--- src/rtl/fetch_unit.sv ---
// Instruction fetch stage with IF/ID register and one-entry skid buffer.
// Single outstanding req/gnt/rvalid fetch; redirects flush and refetch.
module fetch_unit #(
    parameter int              XLEN      = 32,
    parameter logic [XLEN-1:0] RESET_PC  = '0,
    parameter logic [XLEN-1:0] NOP_INSTR = 'h13
) (
    input  logic            clk,
    input  logic            n_rst,
    output logic            imem_req,
    output logic [XLEN-1:0] imem_addr,
    input  logic            imem_gnt,
    input  logic            imem_rvalid,
    input  logic [XLEN-1:0] imem_rdata,
    input  logic            stall,
    input  logic            redirect,
    input  logic [XLEN-1:0] redirect_pc,
    output logic            instr_valid,
    output logic [XLEN-1:0] instr,
    output logic [XLEN-1:0] instr_pc,
    output logic [6:0]      opcode
);

    typedef enum logic [1:0] {
        S_REQ,
        S_WAIT,
        S_HOLD
    } state_t;

    typedef struct packed {
        logic            valid;
        logic [XLEN-1:0] word;
        logic [XLEN-1:0] pc;
    } if_id_t;

    state_t          state_q, state_d;
    logic [XLEN-1:0] pc_q, pc_d;
    logic [XLEN-1:0] fetch_pc_q, fetch_pc_d;
    logic            kill_q, kill_d;
    logic            run_q;
    if_id_t          ifid_q, ifid_d;
    if_id_t          skid_q, skid_d;

    logic            slot_free;
    logic            accept;
    logic [XLEN-1:0] next_pc;
    logic [XLEN-1:0] target_pc;
    logic [1:0]      unused_low;

    assign unused_low = redirect_pc[1:0];
    assign slot_free  = !ifid_q.valid || !stall;
    assign accept     = imem_req && imem_gnt;
    assign next_pc    = fetch_pc_q + XLEN'(4);
    assign target_pc  = {redirect_pc[XLEN-1:2], 2'b00};

    // run_q keeps the request low until the first edge after reset
    always_ff @(posedge clk or negedge n_rst) begin
        if (!n_rst) begin
            state_q    <= S_REQ;
            pc_q       <= RESET_PC;
            fetch_pc_q <= RESET_PC;
            kill_q     <= 1'b0;
            run_q      <= 1'b0;
            ifid_q     <= '{valid: 1'b0, word: NOP_INSTR, pc: '0};
            skid_q     <= '{valid: 1'b0, word: NOP_INSTR, pc: '0};
        end else begin
            state_q    <= state_d;
            pc_q       <= pc_d;
            fetch_pc_q <= fetch_pc_d;
            kill_q     <= kill_d;
            run_q      <= 1'b1;
            ifid_q     <= ifid_d;
            skid_q     <= skid_d;
        end
    end

    always_comb begin
        state_d    = state_q;
        pc_d       = pc_q;
        fetch_pc_d = fetch_pc_q;
        kill_d     = kill_q;
        ifid_d     = ifid_q;
        skid_d     = skid_q;
        imem_req   = 1'b0;

        if (!stall) begin
            ifid_d.valid = 1'b0;
            ifid_d.word  = NOP_INSTR;
        end

        unique case (state_q)
            S_REQ: begin
                imem_req = run_q && slot_free;
                if (accept) begin
                    fetch_pc_d = pc_q;
                    state_d    = S_WAIT;
                end
            end
            S_WAIT: begin
                if (imem_rvalid) begin
                    if (kill_q) begin
                        kill_d  = 1'b0;
                        state_d = S_REQ;
                    end else if (slot_free) begin
                        ifid_d  = '{valid: 1'b1, word: imem_rdata,
                                    pc: fetch_pc_q};
                        pc_d    = next_pc;
                        state_d = S_REQ;
                    end else begin
                        skid_d  = '{valid: 1'b1, word: imem_rdata,
                                    pc: fetch_pc_q};
                        pc_d    = next_pc;
                        state_d = S_HOLD;
                    end
                end
            end
            S_HOLD: begin
                if (!stall) begin
                    ifid_d       = skid_q;
                    skid_d.valid = 1'b0;
                    state_d      = S_REQ;
                end
            end
            default: state_d = S_REQ;
        endcase

        // a taken branch beats stall and any data returning this cycle
        if (redirect) begin
            pc_d         = target_pc;
            ifid_d.valid = 1'b0;
            ifid_d.word  = NOP_INSTR;
            skid_d.valid = 1'b0;
            unique case (state_q)
                S_REQ: begin
                    if (accept) begin
                        state_d = S_WAIT;
                        kill_d  = 1'b1;
                    end else begin
                        state_d = S_REQ;
                    end
                end
                S_WAIT: begin
                    if (imem_rvalid) begin
                        state_d = S_REQ;
                        kill_d  = 1'b0;
                    end else begin
                        state_d = S_WAIT;
                        kill_d  = 1'b1;
                    end
                end
                default: state_d = S_REQ;
            endcase
        end
    end

    assign imem_addr   = {pc_q[XLEN-1:2], 2'b00};
    assign instr_valid = ifid_q.valid;
    assign instr       = ifid_q.word;
    assign instr_pc    = ifid_q.pc;
    assign opcode      = ifid_q.word[6:0];

endmodule

--- config.mk ---
export PLATFORM = sky130hd
export DESIGN_NAME = fetch_unit
export DESIGN_NICKNAME = d
export VERILOG_FILES = /design/src/rtl/fetch_unit.sv
export SDC_FILE = /design/constraint.sdc
export NUM_CORES = 1
export LEC_CHECK = 0
export ABC_AREA = 1
export BUFFER_PORTS_ARGS = -buffer_cell sky130_fd_sc_hd__buf_2
export CORE_MARGIN = 5
export CORE_UTILIZATION = 45
export DETAILED_ROUTE_END_ITERATION = 16
export PLACE_DENSITY = 0.66
export SKIP_CTS_REPAIR_TIMING = 1
export SLEW_MARGIN = 20
export SYNTH_ARGS = -nofsm -noshare
export SYNTH_HDL_FRONTEND = slang
export SYNTH_SLANG_ARGS = --single-unit
--- constraint.sdc ---
create_clock -name clk -period 2.35 [get_ports clk]
set_input_delay 0.1175 -clock clk [delete_from_list [all_inputs] [get_ports clk]]
set_output_delay 0.1175 -clock clk [all_outputs]
set_load 0.05 [all_outputs]
# Word-level counts from Yosys, hierarchy flattened
# Index checks and enable logic that the tools add are counted.
# word_totals
inputBits,70
wordCells,76
regBits,198
# op_classes
reduce_logical,16
bitwise,2
n_mux,34
add_sub_neg,1
eq_ne,12
# op_table
operator,n
$mux 65,7
$pmux 65 s2,1
$mux 32,4
$mux 33,2
$add 32x3->32 const B,1
$ne 3x3->1 const B,5
$mux 2,6
$mux 1,10
$ne 2x2->1 const B,5
$reduce_and 5->1,2
$pmux 2 s3,1
$reduce_and 3->1,2
$reduce_bool 2->1,3
$pmux 1 s2,2
$pmux 2 s2,1
$reduce_and 4->1,1
$reduce_bool 3->1,1
$eq 2x1->1 const B,1
$eq 2x2->1 const B,1
$logic_and 1x1->1,2
$logic_not 1->1,2
$logic_not 2->1,1
$not 1->1,2
$reduce_and 2->1,1
$logic_or 1x1->1,1

# Longest topological paths before layout
# Gate-level depths: netlist of the first run.
# logic_depth
word_depth,8
depth_mapped,12
ltp_nobuf,10

# Worst setup path after synthesis of the first run
# No wires, ideal clock.
# synth_timing
path_kind,register to register
start,register ifid_q (netlist bit instr_valid)
end,register state_q[1]
path_buffers,0
synth_period_minus_slack_ns,2.007
path_stages_with_launch,8
slack_ns,0.343
setup_time_ns,0.083
t_required_ns,2.267
t_arrival_ns,1.924
cell_sequence,dfrtp_1 nand2_4 inv_1 nor2_1 nand4_1 nand3_1 nand3_1 o21ai_0
# synth_between
elab_chain_len,7
word_cells_on_any_way,12
# synth_lines
item,line_no,text
start: declaration,41,"if_id_t ifid_q, ifid_d;"
start signal: assignment,64,"ifid_q <= '{valid: 1'b0, word: NOP_INSTR, pc: '0};"
start signal: assignment,72,ifid_q <= ifid_d;
$logic_not 1->1,51,assign slot_free = !ifid_q.valid || !stall;
$logic_or 1x1->1,51,
$logic_and 1x1->1,93,imem_req = run_q && slot_free;
$mux 1,91,unique case (state_q)
net imem_req,10,"output logic imem_req,"
$logic_and 1x1->1,52,assign accept = imem_req && imem_gnt;
$ne 3x3->1 (no source line),n/a,
$reduce_and 3->1 (no source line),n/a,
end signal: assignment,67,state_q <= state_d;
end: declaration,36,"state_t state_q, state_d;"
# The timed path passes the listed nets, and every way through them passes these cells. The select of a mux whose other input is x is not followed.
# A chain may end at the register's enable or synchronous reset.

# Worst setup path in the final report of the first run
# layout_timing
start,register state_q[1]
end,register pc_q[17]
# layout_between
elab_chain_len,3
# layout_lines
item,line_no,text
$eq 2x1->1,91,
$reduce_bool 2->1 (no source line),n/a,
$reduce_and 3->1 (no source line),n/a,
end signal: assignment,68,pc_q <= pc_d;
end: declaration,37,"logic [XLEN-1:0] pc_q, pc_d;"
# Every way passes these cells.

==> results by group, run 1 <==
Synthesis
  – Syn avg cell area: approximately 7.5 sq um
  – Sequential area share after synthesis: 0.476
  – Gate Count Post-Synth: 1393
  – FFs w/ async S/R, synth: 1.00
  – Post-synth EDFFs: 0
  – Post-Syn Area: approximately 10000 sq um
  – Top FF cell, synth: dfrtp_1
  – Cell variety after synth: 37
  – YS warnings: 0
  – Register bit total from synthesis: 198

GRT
  – Grt ovf: 0
  – Most Crowded Layer GR: met2
  – Initial antenna violation count: 2
  – Vias in the first global route: 9139
  – Largest net degree at the start of global routing: 66
  – Met3 Use GR: 0.0388
  – GR Util met1: 0.309
  – Grt met2 use: 0.351
  – First-pass GRT wire length: 47.0 mm
  – Total GRT Usage: 0.220

CTS
  – Root Buffer: clkbuf_16
  – CTS clk-pin slew, worst paths: 0.07 ns
  – Max clock buf depth: 2
  – CTS Buf Count: 17
  – Clock sink total: a little under 200
  – CTS tree: built
  – H-Tree Depth: 4
  – Skew-Pair Late Insertion Delay: 0.44 ns

Power
  – Clk network pwr share: 0.260
  – Maximum vdd drop: roughly 0.54 mV
  – Cell Pwr Density: 1020 nW/um^2
  – Static Leak: 6.16 nW
  – Sequential group share of total power: 0.376
  – Switch share: 0.421
  – Comb pwr share: 0.365
  – Internal: 7.18 mW
  – Switching power: 5.22 mW

Die
  – Chip width: ~160 microns
  – # rows: 55
  – Core footprint: 22700 sq um
  – Io pins: between 150 and 200
  – Starting Density: 0.459
  – Total Die Area: ~26000 sq um
  – Chip height: 162 microns

STA
  – Final critical-path share of the clock period: 0.916
  – RSZ-0062 raised after global routing: no
  – Fin. Hold Viols: 11
  – Setup TNS: 0 ns
  – Min Clock Period, post-route: 2.15 ns
  – Max Slew Vio Count: 0
  – Fmax: 464 MHz
  – WHS: -0.0272 ns
  – Clock Skew: 0.0132 ns
  – Max-slew headroom: 0.566
  – Worst Tran Pin Value: ~0.65 ns
  – # setup viols final: 0

Worst setup path
  – CP max-delay cell: nor2_4
  – Crit Path Class: reg -> reg
  – Max FO, Critical Path: 26
  – Crit path capture type: flip-flop
  – Worst EP required: ~2.7 ns
  – CP startpoint kind: flip-flop
  – Cell chain of the critical path: inv_1 -> ha_1 -> nand2_2 -> nor2_4 -> nor2_4 -> inv_2 -> o22ai_1 -> o21bai_1 -> inv_1
  – CP Data Arrival Time: 2.48 ns
  – R2r worst-path depth: 9
  – Max incr delay on CP: about 0.50 ns

Drt
  – 1st-pass router iterations: 6
  – # DRC: 0
  – WL final: between 20 and 30 mm
  – Vias: 9557
  – First-iteration detailed-routing DRC count: between 800 and 900
  – Post-route ant nets: 0
  – Vias/cell: 5.25
  – Routed len/inst: 16.2 microns

Layout
  – Most common cell after layout, fill and taps aside: nand2_1
  – Finished Cell Area: 12200 sq um
  – Final #Nets: 1596
  – Most frequent cells in the layout: nand2_1, dfrtp_1, buf_2, nor2_1, o21ai_0
  – Area Overhead vs Synth: 16.8%
  – Share of cells above drive strength 1: 0.170

Job
  – MaxCap Viol Count: 0

Placed design
  – Final GP Congestion: 0.909
  – Dpl cell area: 11200 sq um
  – I/O Buffers: 170
  – Post-DP HPWL: 19.9 mm

Worst hold path
  – Class of the worst hold path: in -> reg
  – WHS Path Cells: 3

Run status
  – Failing checks: negative hold slack
  – Status: complete, but fails checks
==> per-stage QoR <==
step | setup slack (ns) | utilization | power (mW) | std cells | hold WS [ns]
2_1_floorplan | 0.343 | - | 8.13 | 1394 | -0.178
3_3_place_gp | 0.183 | 0.495 | 9.08 | 1760 | 0.168
3_5_place_dp | 0.144 | 0.495 | 9.16 | 1760 | 0.166
4_1_cts | 0.132 | 0.523 | 12.4 | 1790 | -0.298
5_1_grt | 0.00888 | 0.536 | 13.1 | 1819 | 0.000120
6_report | 0.197 | 0.536 | 12.4 | 1819 | -0.0272
==> routing by layer <==
layer | vias up | share of wire
li1 | 4690 | -
met1 | 4495 | 0.46
met3 | 50 | 0.058
met4 | 2 | 0.022
met2 | 320 | 0.46
met5 | - | 0.00044
==> cells by family (layout without fill, tap and decap cells) <==
| logic type | count (synthesis) | count (layout) | share of synthesized area |
|---|---|---|---|
| DFF | 198 | 198 | 0.476 |
| and+or+nand+nor | 728 | 728 | 0.290 |
| other | 2 | 4 | 0.000721 |
| buffers and inverters | 217 | 356 | 0.102 |
| AOI/OAI and AO/OA | 238 | 238 | 0.119 |
| muxes | 3 | 3 | 0.00432 |
| xor gates and xnor gates | 3 | 3 | 0.00252 |
| adders and majority gates | 4 | 4 | 0.00480 |
==> synth_stat cells, drive strengths merged, types with 4 or more instances <==
master / instances / area [sq um]
nand2: 422 / 1600
dfrtp: 192 / 4800
nor2: 161 / 642
o21ai: 154 / 782
nand3: 124 / 621
inv: 103 / 389
buf: 83 / 559
a21oi: 61 / 305
clkbuf: 30 / 113
nand4: 11 / 68.8
o22ai: 11 / 68.8
dfstp: 6 / 158
a31oi: 5 / 31.3
ha: 4 / 50.1
nor3: 4 / 42.5
o211ai: 4 / 30.0
==> power by group through the flow <==
stage                     Combinational (mW)  Clock, mW  Sequential [mW]
after global routing                    4.96       3.39             4.75
after global placement                  4.40          0             4.68
after floorplan                         3.00          0             5.14
after detailed placement                4.47          0             4.70
after CTS                               4.48       3.29             4.64
final                                   4.52       3.22             4.66
==> registers in the layout, indices dropped and copies added, names as in the netlist, 2 cells and up <==
signal and count:
fetch_pc_q 32, pc_q 32, state_q 2, instr 32, instr_pc 32, skid_q 65
==> area by class of cell <==
type                       instances  area, sq um
clock inverter                    11          196
clock buffer                      19          443
fill                            2188        10500
sequential                       198         4960
multi-input combinational        979         4400
antenna                            1         2.50
inverter                         104          394
timing repair buffer             222         1410
tap                              285          357
==> final timing paths <==
check,slack [ns],endpoint,from
setup / recovery,0.20,pc_q[17]$_DFFE_PN0P_,state_q[1]$_DFFE_PN0P_
setup reg to reg,0.20,pc_q[17]$_DFFE_PN0P_,state_q[1]$_DFFE_PN0P_
hold / removal,-0.03,pc_q[20]$_DFFE_PN0P_,redirect_pc[20]
hold reg to reg,0.48,instr_pc[4]$_DFFE_PN0P_,instr_pc[4]$_DFFE_PN0P_
max in group asynchronous,1.39,instr[1]$_DFF_PN1_,n_rst
min in group asynchronous,0.22,instr_pc[6]$_DFFE_PN0P_,n_rst
==> critical path, delay by kind of cell (launching register included) <==
kind                     cells  cell delay [ns]
adder cells (fa/ha/maj)      1             0.21
AO/OA/AOI/OAI                2             0.33
flip-flops                   1             0.34
AND/OR/NAND/NOR              3             0.66
buffers and inverters        3             0.50
(Power assumes the default switching activity.)
==> run 2: changes to the inputs <==
==> constraint.sdc (replaced) <==
create_clock -name clk -period 2.6 [get_ports clk]
set_input_delay 0.13 -clock clk [delete_from_list [all_inputs] [get_ports clk]]
set_output_delay 0.13 -clock clk [all_outputs]
set_load 0.05 [all_outputs]
==> results by group, run 2 (synthesis results as in run 1) <==
Placed design
  – Post-DP HPWL: around 20 mm
  – Final GP Congestion: 0.927
  – I/O Buffers: 170

CTS
  – CTS tree: built
  – CTS Buf Count: 17
  – Max clock buf depth: 2
  – Root Buffer: clkbuf_16
  – H-Tree Depth: 4
  – Skew-Pair Late Insertion Delay: 0.44 ns
  – CTS clk-pin slew, worst paths: 0.07 ns
  – Clock sink total: 198

Layout
  – Most common cell after layout, fill and taps aside: nand2_1
  – Fillers: 2244
  – Area Overhead vs Synth: 16.0%
  – Most frequent cells in the layout: nand2_1, dfrtp_1, buf_2, nor2_1, o21ai_0
  – Share of cells above drive strength 1: 0.172
  – Max FFs per register: 65
  – Diodes inserted: 0
  – Final #Nets: 1599
  – Top reg by flops: skid_q
  – Post-layout util: 0.532

Worst setup path
  – Delay-heaviest family, CP: simple AND/OR/NAND/NOR gates
  – CP most frequent cell: nor2_4
  – R2R setup slack: around 0.42 ns
  – CP Data Arrival Time: ~2.5 ns
  – Crit path capture type: flip-flop
  – Worst EP required: 2.92 ns
  – CP startpoint kind: flip-flop
  – CP max-delay cell: nor2_4
  – Cell chain of the critical path: ha_1 -> nand2_2 -> nor2_4 -> nor2_4 -> inv_2 -> o22ai_1 -> o21bai_1 -> inv_1
  – Max FO, Critical Path: 26
  – Crit Path Class: reg -> reg
  – Critical path buffers and inverters: 2
  – Max incr delay on CP: 0.50 ns

STA
  – RSZ-0062 raised after global routing: no
  – Max Slew Vio Count: 0
  – Worst Tran Pin Value: 0.765 ns
  – WHS: -0.0181 ns
  – Fmax: between 400 and 500 MHz
  – Fin. Hold Viols: 7
  – Min Clock Period, post-route: around 2.2 ns
  – # setup viols final: 0
  – Clock Skew: 0.0148 ns
  – Max-slew headroom: 0.489
  – Setup TNS: 0 ns
  – Final critical-path share of the clock period: 0.839

Drt
  – 1st-pass router iterations: 5
  – Post-route ant nets: 0
  – Vias/cell: 5.28
  – WL final: 29.2 mm
  – First-iteration detailed-routing DRC count: 921
  – Met1 WL: 13.4 mm
  – Top layer reached by signal wires: met5
  – Routed len/inst: 16.0 microns
  – Metal2 WL: 13.1 mm
  – Met3 WL post-DR: 2.02 mm
  – # DRC: 0
  – Vias: slightly below 10000

GRT
  – Total GRT Usage: 0.220
  – Vias in the first global route: ~9000
  – Grt ovf: 0
  – Initial antenna violation count: 1
  – First-pass GRT wire length: between 40 and 50 mm
  – Largest net degree at the start of global routing: 73

Power
  – Sequential group share of total power: 0.388
  – Internal: around 6.1 mW
  – Switching power: 4.78 mW
  – Comb pwr share: 0.376
  – Cell Pwr Density: roughly 900 nW/um^2
  – Static Leak: just over 6 nW
  – Maximum vdd drop: 0.442 mV
  – Switch share: 0.441
  – Clk network pwr share: 0.237

Worst hold path
  – Class of the worst hold path: in -> reg

Die
  – Total Die Area: 26300 sq um
  – # rows: 55
  – Io pins: 175
  – Core footprint: around 23000 sq um
  – Chip width: 162 microns
  – Chip height: 162 microns
  – Starting Density: 0.459

Run status
  – Failing checks: negative hold slack
  – Status: complete, but fails checks

Job
  – MaxCap Viol Count: 0
==> run 2: worst min-delay path: cells and delay by family <==
kind	cells	cell delay [ns]
AO/OA/AOI/OAI	2	0.16
buffers and inverters	1	0.07
==> run 2: path summary, 6_finish.rpt <==
check,start,depth (start not counted),to
min in group asynchronous,n_rst,2,instr_pc[6]$_DFFE_PN0P_
max in group asynchronous,n_rst,3,fetch_pc_q[13]$_DFFE_PN0P_
setup reg to reg,state_q[0]$_DFFE_PN0P_,8,pc_q[17]$_DFFE_PN0P_
hold / removal,redirect_pc[20],3,pc_q[20]$_DFFE_PN0P_
hold reg to reg,instr_pc[19]$_DFFE_PN0P_,2,instr_pc[19]$_DFFE_PN0P_
setup / recovery,state_q[0]$_DFFE_PN0P_,8,pc_q[17]$_DFFE_PN0P_
==> run 2: metrics by stage <==
| stage | std cells | setup slack [ns] | instance area (sq um) | total power, mW |
|---|---|---|---|---|
| global route | 1823 | 0.259 | 12100 | 11.5 |
| detailed placement | 1761 | 0.394 | 11200 | 8.27 |
| CTS | 1793 | 0.395 | 11800 | 10.9 |
| global placement | 1761 | 0.407 | 11200 | 8.21 |
| finish | 1823 | 0.418 | 12100 | 10.8 |
| floorplan | 1394 | 0.593 | 10400 | 7.35 |
==> run 2: power groups by stage <==
stage | logic (mW) | registers, mW | clock network, mW
4_1_cts | 4.04 | 4.19 | 2.62
3_3_place_gp | 3.98 | 4.23 | 0
2_1_floorplan | 2.71 | 4.64 | 0
3_5_place_dp | 4.03 | 4.24 | 0
5_1_grt | 4.45 | 4.29 | 2.74
6_report | 4.08 | 4.20 | 2.56
==> run 2: final cells by class <==
class                           instances  area (sq um)  share of cell area
Clock buffer                           19           453              0.0375
Timing Repair Buffer                  225          1400               0.116
Multi-Input combinational cell        979          4400               0.364
Inverter                              104           394              0.0326
Tap cell                              285           357              0.0295
Clock inverter                         13           116             0.00963
Sequential cell                       198          4960               0.411
==> run 2: routing by layer <==
| layer | track usage | up-vias |
|---|---|---|
| met1 | 0.315 | 4484 |
| met4 | 0.0688 | 2 |
| met3 | 0.0439 | 54 |
| li1 | - | 4700 |
| met5 | 0 | - |
| met2 | 0.338 | 389 |
==> run 3: changes to the inputs <==
==> constraint.sdc (replaced) <==
create_clock -name clk -period 2.1 [get_ports clk]
set_input_delay 0.105 -clock clk [delete_from_list [all_inputs] [get_ports clk]]
set_output_delay 0.105 -clock clk [all_outputs]
set_load 0.05 [all_outputs]
==> results by group, run 3 (synthesis results as in run 1) <==
Worst setup path
  – Delay-heaviest family, CP: buffers and inverters
  – Worst EP required: 2.45 ns
  – Critical path buffers and inverters: 6
  – CP Data Arrival Time: 2.29 ns
  – CP startpoint kind: flip-flop
  – Max FO, Critical Path: 32
  – Max incr delay on CP: about 0.38 ns
  – Crit Path Class: reg -> reg
  – Worst R2R Start: state_q[1]$_DFFE_PN0P_
  – CP startpoint: state_q[1]$_DFFE_PN0P_
  – Cell chain of the critical path: inv_1 -> ha_1 -> buf_6 -> clkinv_2 -> nor2_1 -> inv_2 -> o21ai_2 -> nor3_4 -> buf_12 -> inv_6 -> nand2_1 -> o21ai_0
  – CP max-delay cell: dfrtp_1
  – Crit path capture type: flip-flop

STA
  – Max Slew Vio Count: 0
  – Final critical-path share of the clock period: 0.921
  – # setup viols final: 0
  – Max-slew headroom: 0.664
  – WHS: -0.0276 ns
  – Min Clock Period, post-route: 1.93 ns
  – Fin. Hold Viols: 12
  – Worst Tran Pin Value: between 0.5 and 0.6 ns
  – Worst setup margin: around 0.17 ns
  – Setup TNS: 0 ns
  – Clock Skew: 0.0102 ns
  – Fmax: 517 MHz

Run status
  – Failing checks: negative hold slack
  – Status: complete, but fails checks

GRT
  – Initial antenna violation count: 1
  – Vias in the first global route: 9059
  – Total GRT Usage: 0.222
  – Grt ovf: 0
  – Largest net degree at the start of global routing: 65
  – First-pass GRT wire length: 47.1 mm

CTS
  – CTS tree: built
  – Root Buffer: clkbuf_16
  – H-Tree Depth: 4
  – Max clock buf depth: 2
  – Clock sink total: 198
  – Skew-Pair Late Insertion Delay: ~0.44 ns
  – CTS Buf Count: 17
  – CTS clk-pin slew, worst paths: roughly 0.080 ns

Drt
  – WL final: 29.8 mm
  – First-iteration detailed-routing DRC count: 798
  – Vias/cell: 5.24
  – 1st-pass router iterations: 5
  – # DRC: 0
  – Post-route ant nets: 0
  – Vias: 9657
  – Routed len/inst: 16.2 microns

Worst hold path
  – HP Start: imem_rdata[2]
  – Class of the worst hold path: in -> reg

Die
  – # rows: 55
  – Io pins: 175
  – Chip width: 162 microns
  – Chip height: 162 microns
  – Starting Density: 0.459
  – Total Die Area: 26300 sq um
  – Core footprint: ~23000 sq um

Placed design
  – I/O Buffers: 170
  – Final GP Congestion: 0.895
  – Post-DP HPWL: 20.4 mm
  – Dpl ws: approximately 0.14 ns

Layout
  – Post-layout util: 0.547
  – Max FFs per register: 65
  – Area Overhead vs Synth: 19.1%
  – Final #Nets: between 1500 and 2000
  – Share of cells above drive strength 1: 0.177
  – Most frequent cells in the layout: nand2_1, dfrtp_1, buf_2, nor2_1, o21ai_0
  – Diodes inserted: 0
  – Fillers: 2163
  – Most common cell after layout, fill and taps aside: nand2_1
  – Top reg by flops: skid_q

Power
  – Maximum vdd drop: 0.612 mV
  – Static Leak: approximately 6.3 nW
  – Cell Pwr Density: 1130 nW/um^2
  – Overall Power: 14.0 mW

Job
  – MaxCap Viol Count: 0
[run 3: cell types whose count changed in the layout (fill, tap and decap cells not counted), sizes merged]
cell,before,now
buf,194,205
dlygate4sd3,30,37
bufinv,0,4
clkinvlp,4,2
inv,108,106
clkinv,5,6
[run 3: metrics by stage]
stage               instance area (sq um)  std cells
floorplan                           10400       1394
global placement                    11300       1771
detailed placement                  11300       1771
CTS                                 12000       1803
global route                        12400       1842
finish                              12400       1842
[run 3: worst paths after layout]
path,to,slack (ns),depth (start not counted)
max in group asynchronous,skid_q[55]$_DFFE_PN0P_,1.23,3
max,instr_pc[2]$_DFFE_PN0P_,0.17,12
min in group asynchronous,instr[30]$_DFF_PN0_,0.19,2
min,skid_q[34]$_DFFE_PN0P_,-0.03,3
max reg2reg,instr_pc[2]$_DFFE_PN0P_,0.17,12
min reg2reg,instr_pc[29]$_DFFE_PN0P_,0.48,2
[run 3: worst min-delay path: cells and delay by family]
family                 cells  cell delay, ns
AOI/OAI and AO/OA          1            0.09
buffers and inverters      2            0.18
[run 3: layout make-up]
type                            instances  area (sq um)  share of cell area
Inverter                              104           397              0.0320
Tap cell                              285           357              0.0287
Multi-Input combinational cell        979          4400               0.355
Clock inverter                         14           200              0.0161
Sequential cell                       198          4960               0.400
Timing Repair Buffer                  244          1670               0.134
Clock buffer                           18           429              0.0346
[run 3: power by group]
part | leakage, nW | switching (mW) | internal (mW) | total (mW)
combinational | 3.41 | 3.79 | 1.46 | 5.25
sequential | 2.57 | 0.638 | 4.58 | 5.22
clock | 0.303 | 1.54 | 2.01 | 3.55
[run 3: metal layers]
layer / global-route usage / wire, microns / vias up
li1: - / - / 4735
met3: 0.0363 / 1560 / 44
met2: 0.354 / 14100 / 301
met5: 0 / 13 / -
met4: 0.0669 / 698 / 2
met1: 0.313 / 13500 / 4575
